File: src/rtl/mem_port_arbiter.sv
// Shared 16-bit memory port arbiter: atomic fetch pair,
// data priority with fetch anti-starvation, ack timeout.
module mem_port_arbiter #(
  parameter int STARVE_MAX = 4,
  parameter int TIMEOUT    = 255
) (
  input  logic        clk,
  input  logic        a_rst,
  input  logic        f_req,
  input  logic        f_flush,
  input  logic [15:0] f_addr,
  input  logic [15:0] f_addr2,
  output logic [15:0] f_opc,
  output logic [15:0] f_k16,
  output logic        hold,
  input  logic        d_req,
  input  logic        d_we,
  input  logic [15:0] d_addr,
  input  logic [15:0] d_wdata,
  output logic [15:0] d_rdata,
  output logic        d_done,
  output logic        m_req,
  output logic        m_we,
  output logic [15:0] m_addr,
  output logic [15:0] m_wdata,
  input  logic [15:0] m_rdata,
  input  logic        m_ack,
  output logic        bus_err
);

  localparam int SW = $clog2(STARVE_MAX + 1);
  localparam int TW = $clog2(TIMEOUT + 1);
  localparam logic [SW-1:0] SMAX = SW'(STARVE_MAX);
  localparam logic [TW-1:0] TLIM = TW'(TIMEOUT - 1);

  typedef enum logic [1:0] {
    IDLE, FLO, FHI, DATA
  } state_t;

  state_t        state, state_n;
  logic          fbuf_v;
  logic          flush_pend;
  logic [15:0]   addr2;
  logic [SW-1:0] starve_cnt;
  logic [TW-1:0] tmo_cnt;

  logic        fpend, dpend, wait_d;
  logic        done, tmo, xfer_end;
  logic        flushing;
  logic [15:0] rdata;
  logic        grant_f, grant_d, next_fhi;

  assign hold = (f_req & ~fbuf_v) | (d_req & ~d_done);

  assign fpend    = f_req & ~fbuf_v & ~f_flush;
  assign dpend    = d_req & ~d_done;
  assign done     = m_req & m_ack;
  assign tmo      = m_req & ~m_ack & (tmo_cnt == TLIM);
  assign xfer_end = done | tmo;
  assign rdata    = tmo ? 16'h0000 : m_rdata;
  assign flushing = f_flush | flush_pend;
  // a re-presented d_req is invisible while d_done is high,
  // so give it one bubble rather than letting fetch sneak in
  assign wait_d   = d_done & d_req & (starve_cnt != SMAX);

  always_comb begin
    state_n  = state;
    grant_f  = 1'b0;
    grant_d  = 1'b0;
    next_fhi = 1'b0;
    unique case (state)
      IDLE: begin
        if (dpend && fpend) begin
          if (starve_cnt == SMAX) grant_f = 1'b1;
          else                    grant_d = 1'b1;
        end else if (dpend) begin
          grant_d = 1'b1;
        end else if (fpend && !wait_d) begin
          grant_f = 1'b1;
        end
        if (grant_f) state_n = FLO;
        if (grant_d) state_n = DATA;
      end
      FLO: begin
        if (tmo) begin
          state_n = IDLE;
        end else if (done) begin
          if (flushing) state_n = IDLE;
          else begin
            state_n  = FHI;
            next_fhi = 1'b1;
          end
        end
      end
      FHI:  if (xfer_end) state_n = IDLE;
      DATA: if (xfer_end) state_n = IDLE;
      default: state_n = IDLE;
    endcase
  end

  always_ff @(posedge clk or negedge a_rst) begin
    if (!a_rst) begin
      state      <= IDLE;
      m_req      <= 1'b0;
      m_we       <= 1'b0;
      m_addr     <= 16'h0000;
      m_wdata    <= 16'h0000;
      addr2      <= 16'h0000;
      f_opc      <= 16'h0000;
      f_k16      <= 16'h0000;
      d_rdata    <= 16'h0000;
      d_done     <= 1'b0;
      bus_err    <= 1'b0;
      fbuf_v     <= 1'b0;
      flush_pend <= 1'b0;
      starve_cnt <= '0;
      tmo_cnt    <= '0;
    end else begin
      state   <= state_n;
      bus_err <= tmo;
      d_done  <= (state == DATA) & xfer_end;

      if (grant_f | grant_d | next_fhi) m_req <= 1'b1;
      else if (xfer_end)                m_req <= 1'b0;

      if (grant_d) begin
        m_addr  <= d_addr;
        m_wdata <= d_wdata;
        m_we    <= d_we;
      end else if (grant_f) begin
        m_addr <= f_addr;
        addr2  <= f_addr2;
        m_we   <= 1'b0;
      end else if (next_fhi) begin
        m_addr <= addr2;
      end else if (xfer_end) begin
        m_we <= 1'b0;
      end

      if (!m_req || xfer_end) tmo_cnt <= '0;
      else                    tmo_cnt <= tmo_cnt + 1'b1;

      if (state == DATA && xfer_end && !m_we)
        d_rdata <= rdata;
      if (state == FLO && xfer_end && !flushing)
        f_opc <= rdata;
      if (state == FHI && xfer_end && !flushing)
        f_k16 <= rdata;

      if (f_flush)
        fbuf_v <= 1'b0;
      else if (state == FHI && done && !flush_pend)
        fbuf_v <= 1'b1;
      else if (fbuf_v && !hold)
        fbuf_v <= 1'b0;

      if (state_n == IDLE)
        flush_pend <= 1'b0;
      else if (f_flush && (state == FLO || state == FHI))
        flush_pend <= 1'b1;

      if (grant_f)
        starve_cnt <= '0;
      else if (grant_d && fpend && starve_cnt != SMAX)
        starve_cnt <= starve_cnt + 1'b1;
    end
  end

endmodule

File: config.mk
export PLATFORM = sky130hd
export DESIGN_NAME = mem_port_arbiter
export DESIGN_NICKNAME = d
export VERILOG_FILES = /design/src/rtl/mem_port_arbiter.sv
export SDC_FILE = /design/constraint.sdc
export NUM_CORES = 1
export LEC_CHECK = 0
export ABC_CLOCK_PERIOD_IN_PS = 4500
export CAP_MARGIN = 20
export CORE_MARGIN = 5
export CORE_UTILIZATION = 40
export DETAILED_ROUTE_END_ITERATION = 7
export PLACE_DENSITY = 0.72
export SLEW_MARGIN = 10
export SYNTH_ARGS = -nofsm -noshare
export SYNTH_HDL_FRONTEND = slang
export SYNTH_SLANG_ARGS = --single-unit
export TNS_END_PERCENT = 10
File: constraint.sdc
create_clock -name clk -period 4.5 [get_ports clk]
set_clock_uncertainty 0.15 [all_clocks]
set_input_delay 0.9 -clock clk [delete_from_list [all_inputs] [get_ports clk]]
set_output_delay 0.9 -clock clk [all_outputs]
set_load 0.05 [all_outputs]
==> results.py, run 1 <==
metrics = {
    "synth": {
        "synthCells": 470,
        "syn_area_per_cell_sq_um": 11.1,
        "yosys.cell_count.top_type": "dfrtp_1",
        "synth_edf_count": 0,
        "syn_nets": 566,
        "synth_cell_types": 44,
        "synth.cell_area_sq_um": 5230,
        "ys_seq_area_share_pct": 55.1,
        "yosysTopAreaCell": "dfrtp_1",
        "ys.flop_type": "dfrtp_1",
        "ys_ff_latch": 115,
        "synth_common_cells": "dfrtp_1, inv_1, nand4_1",
        "yosys-top-cells-area": "dfrtp_1, mux2_2, nand4_1",
        "async_reset_ff_share_pct": 100,
        "ys_warn_count": 0,
        "synth_top_area_share_pct": 55.1,
    },
    "global_routing": {
        "grt_max_degree": 78,
        "first_global_vias": 4693,
        "grt_pass1_wl_microns": 24500,
        "overflow": 0,
        "track_usage_pct": 19.4,
        "antenna_found_initial": 0,
    },
    "route": {
        "drcViolationCount": 0,
        "avgViaCountPerCell": 5.53,
        "drt_first_pass_iters": 5,
        "wl_microns": 15000,
        "drt_iter0_drc": 527,
        "vias": 4533,
        "antenna_left": 0,
        "wl_per_cell_microns": 18.4,
    },
    "clock_tree": {
        "cts_setup_buffers": 0,
        "cts.clk_slew.worst_paths_ns": 0.06,
        "htreeDepth": 4,
        "cts_tree": "yes",
        "root_buffer": "clkbuf_16",
        "cts.sinks": 115,
        "cts-resized-gates": 0,
        "cts_buffer_depth": 2,
        "numCtsBuffers": 17,
        "cts.hold.buffers_added": 0,
        "clkLatencyLatePin_ns": 0.40,
    },
    "placement": {
        "dp_cells": 789,
        "hpwl_microns": 10800,
        "io_buffers": 171,
        "gp_congestion": 0.851,
        "post_dp_cell_area_sq_um": 7100,
    },
    "die": {
        "start_util_pct": 41.1,
        "die_height_microns": 124,
        "ios": 172,
        "dieArea_sq_um": 15500,
        "rows": 41,
        "die_x_microns": 124,
        "core_sq_um": 12700,
    },
    "power": {
        "ir_drop_mv": 0.383,
        "power_density_nw_per_um2": 824,
        "p_leak_nw": 3.26,
    },
    "final_layout": {
        "area_delta_synth_final_pct": 46.6,
        "drive_gt1_share_pct": 11.9,
        "regArea_sq_um": 2880,
        "design_area_sq_um": 7660,
        "multi_input_area_sq_um": 2040,
        "stdcell_count": 819,
        "nets": 732,
        "n_antenna_cell": 0,
        "fillers": 1092,
    },
    "timing": {
        "setup_tns_ns": 0,
        "rsz0062_at_grt": "no",
        "fmaxAchievable_mhz": 328,
        "min_period_over_period_pct": 67.8,
        "slew_headroom_pct": 27.0,
        "whs_ns": 0.347,
        "setup-violations-final": 0,
        "tightest_slew_ns": 1.09,
        "finalCriticalPeriod_ns": 3.05,
        "slew_violations": 0,
        "finalHoldViolations": 0,
    },
    "worst_setup_path": {
        "path_buf_inv": 1,
        "worstPathRequired_ns": 4.64,
        "cp_max_fo": 19,
        "path_cells": "clkdlybuf4s50_1, a21bo_1, and3_1, mux2_2",
        "cp_slowest_stage_delay_ns": 0.81,
        "worstSetupEndpointType": "flip-flop",
        "startpoint_type": "input pin",
        "slowest_stage": "and3_1",
        "arrival_ns": 3.19,
        "regToRegSetupSlack_ns": 1.55,
        "crit_type": "input pin to flip-flop",
        "worst_r2r_path_depth": 5,
        "path_depth": 4,
        "rr_endpoint": "m_wdata[2]",
        "cp_top_family": "simple AND/OR/NAND/NOR gates",
        "reg2reg_from": "state[1]",
    },
    "status": {
        "status": "finished, final reports clean",
    },
    "job": {
        "maxCapViolations": 0,
    },
    "min_path": {
        "min_path_type": "flip-flop to flip-flop",
        "worstHoldEndpoint": "m_wdata[8]",
        "min_path_cells": 1,
        "hold_start": "m_wdata[8]",
    },
}
[power by group]
| part | leakage, nW | internal (W) | switching, W | total [W] |
|---|---|---|---|---|
| sequential | 1.39 | 0.00151 | 0.000326 | 0.00184 |
| combinational | 1.61 | 0.00117 | 0.00204 | 0.00321 |
| clock | 0.263 | 0.000806 | 0.000470 | 0.00128 |
[worst max path at each step]
stage           from     endpoint  slack, ns
3_5_place_dp   d_req    addr2[14]       1.09
2_1_floorplan  d_req         hold       1.45
4_1_cts        d_req         hold       1.47
6_report       d_req     addr2[9]       1.45
5_1_grt        m_ack  d_rdata[13]       1.36
3_3_place_gp   d_req    addr2[11]       1.16
[layout make-up]
cell class                      instances  share of cell area (%)
Clock buffer                           17                    5.55
Clock inverter                         13                    1.81
Inverter                               44                    2.15
Multi-Input combinational cell        276                    26.6
Sequential cell                       115                    37.5
Tap cell                              172                    2.81
Timing Repair Buffer                  182                    23.5
[sequential cells by signal, summed over array words and instances, names as in the netlist]
| name | cells |
|---|---|
| addr2 | 16 |
| bus_err | 1 |
| d_done | 1 |
| d_rdata | 16 |
| f_k16 | 16 |
| f_opc | 16 |
| fbuf_v | 1 |
| flush_pend | 1 |
| m_addr | 16 |
| m_req | 1 |
| m_wdata | 16 |
| m_we | 1 |
| starve_cnt | 3 |
| state | 2 |
| tmo_cnt | 8 |
[metrics by stage]
stage | util (%) | setup WS (ns) | power [W]
after global placement | 55.8 | 1.16 | 0.00500
final | 60.2 | 1.45 | 0.00632
after CTS | 60.2 | 1.47 | 0.00637
after floorplan | - | 1.45 | 0.00392
after detailed placement | 55.8 | 1.09 | 0.00506
after global routing | 60.2 | 1.36 | 0.00662
[routing by layer]
layer / global-route usage, % / wire (microns) / part of all wire, %
met5: 0 / 0 / 0
met4: 4.96 / 168 / 1.1
met3: 6.86 / 1300 / 8.6
met2: 30.8 / 7030 / 47
met1: 25.4 / 6530 / 43
[layout by cell type (no fill, tap or decap), drive strengths merged, types with 2 or more instances in the layout]
| cell | instances |
|---|---|
| clkinvlp | 5 |
| nor3b | 3 |
| nand3 | 24 |
| and3 | 2 |
| a21boi | 2 |
| nor2 | 11 |
| nand4b | 2 |
| clkdlybuf4s50 | 169 |
| nand4 | 36 |
| xnor2 | 3 |
| bufinv | 2 |
| clkbuf | 17 |
| a21oi | 19 |
| o211ai | 16 |
| clkinv | 5 |
| mux2 | 32 |
| buf | 13 |
| a22o | 17 |
| a21o | 4 |
| o21ai | 34 |
| inv | 45 |
| dfrtp | 115 |
| nand2 | 5 |
| o22a | 16 |
| a211o | 2 |
| nor2b | 2 |
| xor2 | 5 |
| ha | 9 |
| a2bb2oi | 16 |
[kinds of logic after synthesis]
kind of cell	count (synthesis)	share of synthesized area, %
compound gates	132	17.9
xor+xnor	8	1.34
fa+ha+maj	9	2.15
buf+inv	79	6.20
flops	115	55.1
mux	33	7.08
simple gates	94	10.3
Note: power is estimated with default switching activity, not from simulation.
==> inputs of run 2 (changes only) <==
--- a/config.mk
+++ b/config.mk
@@ -5,7 +5,7 @@
 export SDC_FILE = /design/constraint.sdc
 export NUM_CORES = 1
 export LEC_CHECK = 0
-export ABC_CLOCK_PERIOD_IN_PS = 4500
+export ABC_CLOCK_PERIOD_IN_PS = 2900
 export CAP_MARGIN = 20
 export CORE_MARGIN = 5
 export CORE_UTILIZATION = 40
==> constraint.sdc (replaced) <==
create_clock -name clk -period 2.9 [get_ports clk]
set_clock_uncertainty 0.15 [all_clocks]
set_input_delay 0.58 -clock clk [delete_from_list [all_inputs] [get_ports clk]]
set_output_delay 0.58 -clock clk [all_outputs]
set_load 0.05 [all_outputs]
==> results.py, run 2 (synthesis results as in run 1) <==
metrics = {
    "status": {
        "status": "finished, final reports clean",
    },
    "route": {
        "vias": 4582,
        "wl_per_cell_microns": 18.6,
        "avgViaCountPerCell": 5.51,
        "drt_iter0_drc": 466,
        "wl_microns": 15500,
        "drt_first_pass_iters": 5,
        "antenna_left": 0,
        "drcViolationCount": 0,
    },
    "power": {
        "ir_drop_mv": 0.652,
        "power_density_nw_per_um2": 1300,
        "finalPower_w": 0.0102,
        "p_leak_nw": 3.38,
    },
    "worst_setup_path": {
        "rr_endpoint": "m_wdata[13]",
        "worstSetupEndpointType": "primary output",
        "slowest_stage": "clkdlybuf4s50_1",
        "crit_type": "flip-flop to primary output",
        "path_buf_inv": 1,
        "reg2reg_from": "state[1]",
        "cp_top_family": "buffers and inverters",
        "regToRegSetupSlack_ns": 0.61,
        "cp_max_fo": 4,
        "worstPathRequired_ns": 2.17,
        "cp_slowest_stage_delay_ns": 0.85,
        "worst_r2r_path_depth": 5,
        "arrival_ns": 1.70,
        "path_cells": "clkdlybuf4s50_1",
        "startpoint_type": "flip-flop",
    },
    "clock_tree": {
        "cts_setup_buffers": 0,
        "cts.sinks": 115,
        "cts.clk_slew.worst_paths_ns": 0.05,
        "cts_tree": "yes",
        "root_buffer": "clkbuf_16",
        "clkLatencyLatePin_ns": 0.40,
        "htreeDepth": 4,
        "cts_buffer_depth": 2,
        "cts.hold.buffers_added": 0,
        "numCtsBuffers": 17,
        "cts-resized-gates": 0,
    },
    "timing": {
        "min_period_over_period_pct": 83.7,
        "fmaxAchievable_mhz": 412,
        "rsz0062_at_grt": "no",
        "setup_tns_ns": 0,
        "setup-violations-final": 0,
        "tightest_slew_ns": 0.770,
        "finalHoldViolations": 0,
        "slew_violations": 0,
        "fin_ws_ns": 0.472,
        "slew_headroom_pct": 48.6,
        "finalCriticalPeriod_ns": 2.43,
    },
    "final_layout": {
        "final_util_pct": 61.8,
        "final_common_cell": "clkdlybuf4s50_1",
        "layout_common_cells": "clkdlybuf4s50_1, dfrtp_1, inv_1",
        "area_delta_synth_final_pct": 50.3,
        "nets": 743,
        "drive_gt1_share_pct": 13.5,
        "n_antenna_cell": 0,
        "fillers": 1040,
        "design_area_sq_um": 7860,
    },
    "global_routing": {
        "first_global_vias": 4886,
        "grt_use_met1_pct": 26.8,
        "track_usage_pct": 20.5,
        "overflow": 0,
        "grt_pass1_wl_microns": 25800,
        "antenna_found_initial": 0,
        "use_met2_pct": 31.9,
        "grt_max_degree": 59,
        "grt_util_met3_pct": 7.29,
        "busiest_layer": "met2",
    },
    "placement": {
        "post_dp_cell_area_sq_um": 7210,
        "hpwl_microns": 11000,
        "io_buffers": 171,
        "gp_congestion": 0.869,
        "preCtsSetupSlack_ns": 0.233,
    },
    "job": {
        "maxCapViolations": 0,
    },
    "die": {
        "ios": 172,
        "start_util_pct": 41.1,
        "die_height_microns": 124,
        "core_sq_um": 12700,
        "dieArea_sq_um": 15500,
        "rows": 41,
        "die_x_microns": 124,
    },
    "min_path": {
        "min_path_type": "input pin to async pin",
    },
}
==> run 2: cell types whose count changed in the layout (fill, tap and decap cells not counted), sizes merged <==
cell           change
bufinv             +3
clkinv             -1
clkinvlp           -4
buf               +12
clkdlybuf4s50      -1
clkbuf             +5
inv                -1
==> run 2: area by class of cell <==
type | count | area (sq um) | share of cell area [%]
Tap cell | 172 | 215 | 2.74
Clock inverter | 10 | 178 | 2.26
Sequential cell | 115 | 2880 | 36.6
Inverter | 44 | 165 | 2.10
Clock buffer | 22 | 474 | 6.04
Timing Repair Buffer | 193 | 1910 | 24.3
Multi-Input combinational cell | 276 | 2040 | 26.0
==> run 2: report_power, final <==
part	internal, W	leakage (nW)	total, W	switching, W
clock network	0.00159	0.320	0.00229	0.000706
registers	0.00235	1.39	0.00285	0.000507
logic	0.00184	1.67	0.00504	0.00320
total	0.00578	3.38	0.0102	0.00441
==> run 2: metrics by stage <==
stage               hold WS [ns]  instances
finish                    0.0878        832
floorplan                  0.134        470
detailed placement         0.332        800
CTS                        0.106        832
global placement           0.325        800
global route               0.148        832
==> run 2: metal layers <==
layer | up-vias | share of wire [%]
met5 | - | 0
li1 | 2069 | -
met4 | 0 | 1.1
met2 | 245 | 46
met3 | 23 | 8.8
met1 | 2245 | 44
==> run 2: worst max-delay path by stage <==
stage               depth (start not counted)          to  startpoint
floorplan                                   4        hold      d_done
global route                                1        m_we        m_we
finish                                      1        m_we        m_we
CTS                                         1        m_we        m_we
global placement                            5  m_wdata[5]       f_req
detailed placement                          5  m_wdata[3]       f_req
